**config.mk**
```make
export PLATFORM = sky130hd
export DESIGN_NAME = soundgen_mixn
export DESIGN_NICKNAME = d
export VERILOG_FILES = /design/src/rtl/soundgen_pkg.sv /design/src/rtl/soundgen_mac.sv /design/src/rtl/soundgen_mixn.sv
export SDC_FILE = /design/constraint.sdc
export NUM_CORES = 1
export LEC_CHECK = 0
export CELL_PAD_IN_SITES_DETAIL_PLACEMENT = 1
export CELL_PAD_IN_SITES_GLOBAL_PLACEMENT = 2
export CORE_UTILIZATION = 40
export DETAILED_ROUTE_END_ITERATION = 16
export PLACE_DENSITY_LB_ADDON = 0.1
export SLEW_MARGIN = 20
export SYNTH_ARGS = -nofsm -noshare
export SYNTH_HDL_FRONTEND = slang
export SYNTH_SLANG_ARGS = --single-unit
```
**constraint.sdc**
```tcl
create_clock -name clk -period 8.25 [get_ports clk]
set_input_delay 2.0625 -clock clk [delete_from_list [all_inputs] [get_ports clk]]
set_output_delay 2.0625 -clock clk [all_outputs]
set_load 0.01 [all_outputs]
```
**src/rtl/soundgen_pkg.sv**
```systemverilog
// Shared defaults and helpers for the soundgen voice mixers.
// Saturation is done on a 64-bit signed carrier so one function serves every width.
package soundgen_pkg;

    localparam int unsigned NCHAN_DEF    = 2;
    localparam int unsigned SW_DEF       = 10;
    localparam int unsigned MIDPOINT_DEF = 512;
    localparam int unsigned GW_DEF       = 18;
    localparam int unsigned OW_DEF       = 18;
    localparam int unsigned GSHIFT_DEF   = 11;
    localparam int unsigned GUARD_DEF    = 6;

    // Channel index width, never narrower than one bit.
    function automatic int unsigned chan_width(input int unsigned n);
        return (n <= 1) ? 1 : $clog2(n);
    endfunction

    localparam int unsigned CW_DEF = chan_width(NCHAN_DEF);

    function automatic logic signed [63:0] sat(input logic signed [63:0] v,
                                               input int unsigned       w);
        logic signed [63:0] hi;
        logic signed [63:0] lo;
        hi = (64'sd1 <<< (w - 1)) - 64'sd1;
        lo = -hi - 64'sd1;
        if (v > hi) begin
            return hi;
        end
        if (v < lo) begin
            return lo;
        end
        return v;
    endfunction

    function automatic logic in_range(input logic signed [63:0] v, input int unsigned w);
        return sat(v, w) == v;
    endfunction

endpackage

```
**src/rtl/soundgen_mac.sv**
```systemverilog
// Two-stage gain pipeline: centres the sample, forms volume*velocity, then scales to a
// sign-extended contribution. Channel, valid and the frame tick travel alongside.
module soundgen_mac
    import soundgen_pkg::*;
#(
    parameter int unsigned NCHAN    = NCHAN_DEF,
    parameter int unsigned SW       = SW_DEF,
    parameter int unsigned MIDPOINT = MIDPOINT_DEF,
    parameter int unsigned GW       = GW_DEF,
    parameter int unsigned GSHIFT   = GSHIFT_DEF,
    parameter int unsigned AW       = OW_DEF + GUARD_DEF,
    parameter int unsigned CW       = chan_width(NCHAN)
) (
    input  logic                 clk,
    input  logic                 rst,
    input  logic [SW-1:0]        sample,
    input  logic                 sample_valid,
    input  logic [CW-1:0]        sample_chan,
    input  logic [GW-1:0]        volume_adsr,
    input  logic [GW-1:0]        velocity,
    input  logic                 tick,
    output logic signed [AW-1:0] contrib,
    output logic                 contrib_valid,
    output logic [CW-1:0]        contrib_chan,
    output logic                 contrib_tick
);

    localparam int unsigned PW = SW + GW + 2;

    logic signed [SW:0]   centred_d, centred_q;
    logic [2*GW-1:0]      gain_full;
    logic [GW-1:0]        gain_d, gain_q;
    logic                 valid1_d, valid1_q;
    logic [CW-1:0]        chan1_q;
    logic                 tick1_q;

    logic signed [PW-1:0] prod;
    logic signed [PW-1:0] prod_sh;
    logic signed [AW-1:0] contrib_d;

    // S1: offset-binary to signed, and the combined gain as a GW-bit fraction.
    always_comb begin
        centred_d = $signed({1'b0, sample}) - $signed((SW + 1)'(MIDPOINT));
        gain_full = (2 * GW)'(volume_adsr) * (2 * GW)'(velocity);
        gain_d    = gain_full[2*GW-1:GW];
        valid1_d  = sample_valid && (32'(sample_chan) < NCHAN);
    end

    always_ff @(posedge clk) begin
        if (rst) begin
            centred_q <= '0;
            gain_q    <= '0;
            valid1_q  <= 1'b0;
            chan1_q   <= '0;
            tick1_q   <= 1'b0;
        end else begin
            centred_q <= centred_d;
            gain_q    <= gain_d;
            valid1_q  <= valid1_d;
            chan1_q   <= sample_chan;
            tick1_q   <= tick;
        end
    end

    // S2: signed product, then arithmetic shift and sign-extension into the accumulator width.
    always_comb begin
        prod      = PW'(centred_q) * PW'($signed({1'b0, gain_q}));
        prod_sh   = prod >>> GSHIFT;
        contrib_d = AW'(prod_sh);
    end

    always_ff @(posedge clk) begin
        if (rst) begin
            contrib       <= '0;
            contrib_valid <= 1'b0;
            contrib_chan  <= '0;
            contrib_tick  <= 1'b0;
        end else begin
            contrib       <= contrib_d;
            contrib_valid <= valid1_q;
            contrib_chan  <= chan1_q;
            contrib_tick  <= tick1_q;
        end
    end

endmodule

```
**src/rtl/soundgen_mixn.sv**
```systemverilog
// N-channel voice mixer: per-channel saturating accumulators fed by soundgen_mac, published
// as saturated signed samples when the delayed frame tick reaches the accumulator stage.
module soundgen_mixn
    import soundgen_pkg::*;
#(
    parameter int unsigned NCHAN    = NCHAN_DEF,
    parameter int unsigned SW       = SW_DEF,
    parameter int unsigned MIDPOINT = MIDPOINT_DEF,
    parameter int unsigned GW       = GW_DEF,
    parameter int unsigned OW       = OW_DEF,
    parameter int unsigned GSHIFT   = GSHIFT_DEF,
    parameter int unsigned GUARD    = GUARD_DEF,
    parameter int unsigned CW       = chan_width(NCHAN)
) (
    input  logic                  clk,
    input  logic                  rst,
    input  logic [SW-1:0]         sample,
    input  logic                  sample_valid,
    input  logic [CW-1:0]         sample_chan,
    input  logic [GW-1:0]         volume_adsr,
    input  logic [GW-1:0]         velocity,
    input  logic                  tick48k,
    output logic [NCHAN*OW-1:0]   sound,
    output logic                  sound_valid,
    output logic [NCHAN-1:0]      clip
);

    localparam int unsigned AW = OW + GUARD;

    logic signed [AW-1:0] mac_contrib;
    logic                 mac_valid;
    logic [CW-1:0]        mac_chan;
    logic                 mac_tick;

    logic signed [AW-1:0] acc_d [NCHAN];
    logic signed [AW-1:0] acc_q [NCHAN];
    logic [NCHAN*OW-1:0]  sound_d;
    logic [NCHAN-1:0]     clip_d;
    logic signed [AW:0]   sum;
    logic                 hit;

    soundgen_mac #(
        .NCHAN    (NCHAN),
        .SW       (SW),
        .MIDPOINT (MIDPOINT),
        .GW       (GW),
        .GSHIFT   (GSHIFT),
        .AW       (AW),
        .CW       (CW)
    ) u_mac (
        .clk           (clk),
        .rst           (rst),
        .sample        (sample),
        .sample_valid  (sample_valid),
        .sample_chan   (sample_chan),
        .volume_adsr   (volume_adsr),
        .velocity      (velocity),
        .tick          (tick48k),
        .contrib       (mac_contrib),
        .contrib_valid (mac_valid),
        .contrib_chan  (mac_chan),
        .contrib_tick  (mac_tick)
    );

    // S3: a sample arriving with the tick opens the next frame instead of closing this one.
    always_comb begin
        sound_d = sound;
        clip_d  = clip;
        sum     = '0;
        hit     = 1'b0;
        for (int c = 0; c < NCHAN; c++) begin
            acc_d[c] = acc_q[c];
            hit      = mac_valid && (32'(mac_chan) == c);
            sum      = (AW + 1)'(acc_q[c]) + (AW + 1)'(mac_contrib);
            if (mac_tick) begin
                sound_d[c*OW +: OW] = OW'(sat(64'(acc_q[c]), OW));
                clip_d[c]           = !in_range(64'(acc_q[c]), OW);
                acc_d[c]            = hit ? mac_contrib : '0;
            end else if (hit) begin
                acc_d[c] = AW'(sat(64'(sum), AW));
            end
        end
    end

    always_ff @(posedge clk) begin
        if (rst) begin
            acc_q       <= '{default: '0};
            sound       <= '0;
            clip        <= '0;
            sound_valid <= 1'b0;
        end else begin
            acc_q       <= acc_d;
            sound       <= sound_d;
            clip        <= clip_d;
            sound_valid <= mac_tick;
        end
    end

endmodule

```
==> Yosys cells after proc, flatten, opt, wreduce, memory -nomap -nowiden <==
Cells that the tools add are included.
{ "classes": {"add_sub_neg": 3, "n_mul": 2, "magnitude_cmp": 8, "eq_ne": 2, "muxes": 48, "n_bitwise": 1, "n_reduce_logical": 6} }
{ "op_table": {"columns": ["operator", "n"], "rows": [
  ["$mux 64", 10],
  ["$mux 24", 14],
  ["$eq 64x24->1", 2],
  ["$add 24x19->25", 2],
  ["$gt 25x24->1 const B", 2],
  ["$lt 25x24->1 const B", 2],
  ["$gt 24x18->1 const B", 2],
  ["$lt 24x18->1 const B", 2],
  ["$mul 18x18->36", 1],
  ["$mul 11x19->30", 1],
  ["$mux 1", 24],
  ["$sub 10x10->11 const B", 1],
  ["$reduce_bool 2->1", 2],
  ["$logic_and 1x1->1", 2],
  ["$logic_not 1->1", 2],
  ["$not 1->1", 1]
]} }
{ "word_totals": {"ff_bits": 141, "input_bits": 51, "out_inout_bits": 39} }

==> Logic depth before layout (Yosys ltp) <==
{ "logic_depth": {"ltp_word": 12, "depth_mapped": 23, "depth_no_buf": 22} }

==> Cells and area by module <==
From an unflattened synthesis, not the netlist that was laid out.
{ "hier_totals": {"hier_cells": 2857, "area_unflattened_um2": 24445.9} }
{ "modules_own_cells": {"columns": ["module", "instances", "cells_per_inst", "area_each_um2", "seq_area_each_um2"], "rows": [
  ["soundgen_mac", 1, 1961, 17722.0, 1061.0],
  ["soundgen_mixn", 1, 896, 6723.9, 1741.7]
]} }

==> Worst setup path before layout <==
No wires, ideal clock.
{ "synth_timing": {"kind": "input to register", "from": "in volume_adsr[9]", "to": "reg u_mac.gain_q[7]", "setup_time_ns": 0.121, "arrival_time_ns": 7.484, "t_required_ns": 8.129, "path_slack_ns": 0.645, "stages": 20, "n_path_buf": 2, "path_cell_list": "clkbuf_1 > clkbuf_1 > nand2_1 > fa_1 > inv_1 > fa_1 > fa_1 > fa_1 > fa_1 > inv_1 > fa_1 > inv_1 > ha_1 > a21o_1 > a21o_1 > a21o_1 > o21ai_0 > nand2b_1 > a21oi_1 > mux2_2"} }
{ "synth_via": {"elab_chain_len": 1} }
{ "synth_lines": {"columns": ["element", "line_no", "rtl"], "rows": [
  ["start: declaration", "soundgen_mixn.sv:20", "input logic [GW-1:0] volume_adsr,"],
  ["$mul 18x18->36", "soundgen_mac.sv:44", "gain_full = (2 * GW)'(volume_adsr) * (2 * GW)'(velocity);"],
  ["end signal: assignment", "soundgen_mac.sv:58", "gain_q <= gain_d;"],
  ["end: declaration", "soundgen_mac.sv:32", "logic [GW-1:0] gain_d, gain_q;"]
]} }
Every way passes these cells.
A chain may end at the register's enable or synchronous reset.

==> Worst setup path after layout <==
{ "layout_timing": {"from": "in volume_adsr[4]", "to": "reg u_mac.gain_q[15]"} }
The elaborated chain is that of the path after synthesis.

==> results.md <==
- Yosys cell types: 75
- Max Clock Skew: between 0.01 and 0.015 ns
- Worst Reg-to-Reg Cells: 16
- Synth area leader: fa_1
- Crit-path max FO: 11
- Num Clock Sinks: 140
- Hold depth: 1
- H-tree Lvls: 4
- Avg WL per Cell: 19.44 um
- Cell Area, Synth: approximately 0.025 sq mm
- CP Launch Type: input port
- Core Box Area: between 0.06 and 0.07 sq mm
- Post-DP HPWL: approximately 59000 um
- Min-delay src: u_mac.tick1_q
- Cts bufs inserted: 17
- Crit path max-delay family: adder cells
- Worst slew pin tran: roughly 1.1 ns
- Crit path buffers/inverters: 4
- Initial Utilization: between 40% and 50%
- MaxCap Viol Count: 0
- # rows: 90
- Top-area cell type share of the netlist area: between 30% and 40%
- Most common cell after layout, fill and taps aside: inv_1
- WP depth: 20
- Post-synthesis async set-or-reset flop share: 0%
- Hold WS: 0.4448 ns
- Critical path arrival: ~8.3 ns
- Syn Nets: between 3000 and 4000
- Slowest stage delay, CP: 0.69 ns
- Req. time, crit path: around 8.6 ns
- Worst-skew pair later-pin latency: around 0.45 ns
- Setup-failing EPs final: 0
- Area Overhead vs Synth: 10.60%
- Critical path class: input port to flip-flop
- Gr usage total: around a quarter
- CTS resizes: 0
- Remaining antenna violation count: 0
- Worst R2R Start: u_mac.centred_q[5]
- Via/cell ratio: about 5.3
- CTS clk-pin slew, worst paths: around 0.070 ns
- P per Cell Area: between 300 and 400 mW/mm^2
- CTS max path bufs: 2
- Vias in the first global route: between 20000 and 25000
- Mapped Cells: about 2900
- Die X: about 250 um
- Input/output buffers: 89
- CTS root buf: clkbuf_16
- Post-Route Setup TNS: 0 ns
- Commonest cells after routing, fill and taps aside: inv_1 (471), fa_1 (398), nand2_1 (336)
- Slew HR: between 20% and 30%
- Top_reg_cell synth: dfxtp_1
- Remaining DRCs: 0
- Design area: between 0.02 and 0.03 sq mm
- Critical-path top delay cell: clkdlybuf4s50_1
- Die Y: 249.8 um
- Post-synthesis sequential area ratio: a little under an eighth
- Achievable clock frequency: ~130 MHz
- Largest net degree at the start of global routing: 87
- Hold Path Class: flip-flop to flip-flop
- GRT overflow: 0
- Worst setup path startpoint: volume_adsr[4]
- Fill cells: 7104
- Final period util: between 90 and 100%
- EDFF count, synth: 0
- Vias: around 20000
- Synthesis-stage register bit count: 140
- Initial antenna violation count: 0
- Status: completed
- Postcts setup bufs: 0
- Full die area: 0.06240 sq mm
- First-pass GRT wire length: ~120000 um
- Top cells by area, synth: fa_1 (32%), ha_1 (12%), dfxtp_1 (11%), inv_1 (7.2%), and2_1 (5.9%)
- Most used cell, CP: fa_1
- CTS tree: built
- DR pass1 iterations: 5
- Placed Area: approximately 0.027 sq mm
- RSZ-0062 raised after global routing: false
- GPL Wtd Cong: roughly 0.84
- Number of diodes: 0
- LEAKAGE: ~13 nW
- IO Pins: 90
- Routed WL: a little over 70000 um
- Mapped Avg Cell Area: around 8.5 sq um
- Yosys warnings: 0
- Fraction of layout cells with a size suffix above 1: 4.811%
- Crit-path cells: clkdlybuf4s50_1, buf_4, and2_1, fa_1, inv_1, fa_1, fa_1, inv_1, fa_1, fa_1, fa_1, ha_1, o21ai_0, a21oi_1, o211ai_1, a21oi_1, o21ai_0, a21oi_1, nor2_1, nor4_1
- Crit path capture type: flip-flop
- Hold buffers post-CTS: 0
- Count of final hold-check violations: 0
- Minimum clock period: 7.946 ns
- Iteration-0 DRC Markers: roughly 690
- Layout Nets: around 3600
- Peak VDD IR: ~0.35 mV
- Slew Viols, Final: 0
-- power breakdown --
| group | switching [mW] | internal [mW] |
|---|---|---|
| combinational | 3.96 | 3.20 |
| sequential | 0.266 | 0.800 |
| clock | 0.348 | 0.521 |
| total | 4.58 | 4.52 |
-- through the flow --
stage	instances	worst slack, ns	power, mW	util (%)
finish	3713	0.3041	9.093	44.92
global route	3713	0.007050	10.17	44.92
CTS	3713	0.3150	9.232	44.92
detailed placement	3681	-0.1539	8.290	43.85
global placement	3681	-0.002013	8.072	43.85
floorplan	2889	0.6448	6.049	-
-- area by class of cell --
| cell class | instances | area [sq um] | share of cell area [%] |
|---|---|---|---|
| tap | 782 | 978.4 | 3.602 |
| clock buffer | 18 | 439.2 | 1.617 |
| multi-input combinational | 2127 | 19400 | 71.41 |
| sequential | 140 | 2806 | 10.33 |
| inverter | 471 | 1768 | 6.509 |
| timing repair buffer | 161 | 1567 | 5.767 |
| clock inverter | 14 | 206.4 | 0.7600 |
-- layer usage --
| layer | up-vias | wire length (um) | track usage (%) |
|---|---|---|---|
| li1 | 9309 | - | - |
| met1 | 10130 | 31970 | 29.20 |
| met2 | 252 | 37320 | 44.82 |
| met3 | 84 | 1189 | 1.669 |
| met4 | 0 | 1714 | 6.825 |
| met5 | - | 0 | 0 |
-- cell families after synthesis --
| logic type | synth area share, % |
|---|---|
| AND/OR/NAND/NOR | 19.59 |
| buffers and inverters | 9.623 |
| adder cells (fa/ha/maj) | 44.71 |
| XOR/XNOR | 1.819 |
| multiplexers | 0.2649 |
| flip-flops | 11.41 |
| AO/OA/AOI/OAI | 12.57 |
-- state kept, by name, indices dropped and copies added (netlist names) --
register,count
acc_q,48
u_mac.contrib_valid,1
sound,36
u_mac.tick1_q,1
u_mac.contrib,19
u_mac.centred_q,10
u_mac.contrib_chan,1
u_mac.gain_q,18
u_mac.contrib_tick,1
clip,2
sound_valid,1
u_mac.valid1_q,1
u_mac.chan1_q,1
-- cell usage after synthesis (5+ instances only) --
master    instances
inv_1           471
fa_1            398
nand2_1         336
ha_1            240
and2_1          233
nor2_1          191
clkbuf_1        140
dfxtp_1         140
a21oi_1         124
a211oi_1         51
o21ai_0          51
nand2b_1         47
nor3_1           43
a311oi_1         40
a21o_1           37
a22oi_1          32
xnor2_1          32
nor2b_1          29
nand3_1          25
o21a_1           24
xor2_1           19
and3_1           14
nand4_1          14
a31oi_1          13
nor4_1           10
o211ai_1         10
or2_2             8
or3_1             8
nand3b_1          6
o31ai_1           6
and4_1            5
o31a_1            5
-- final timing paths --
check	endpoint	slack [ns]
worst min register to register	u_mac.contrib_tick	0.44
worst max register to register	u_mac.contrib[17]	2.12
worst min-delay path	u_mac.contrib_tick	0.44
worst max-delay path	u_mac.gain_q[15]	0.30
Note: power is estimated with default switching activity, not from simulation.
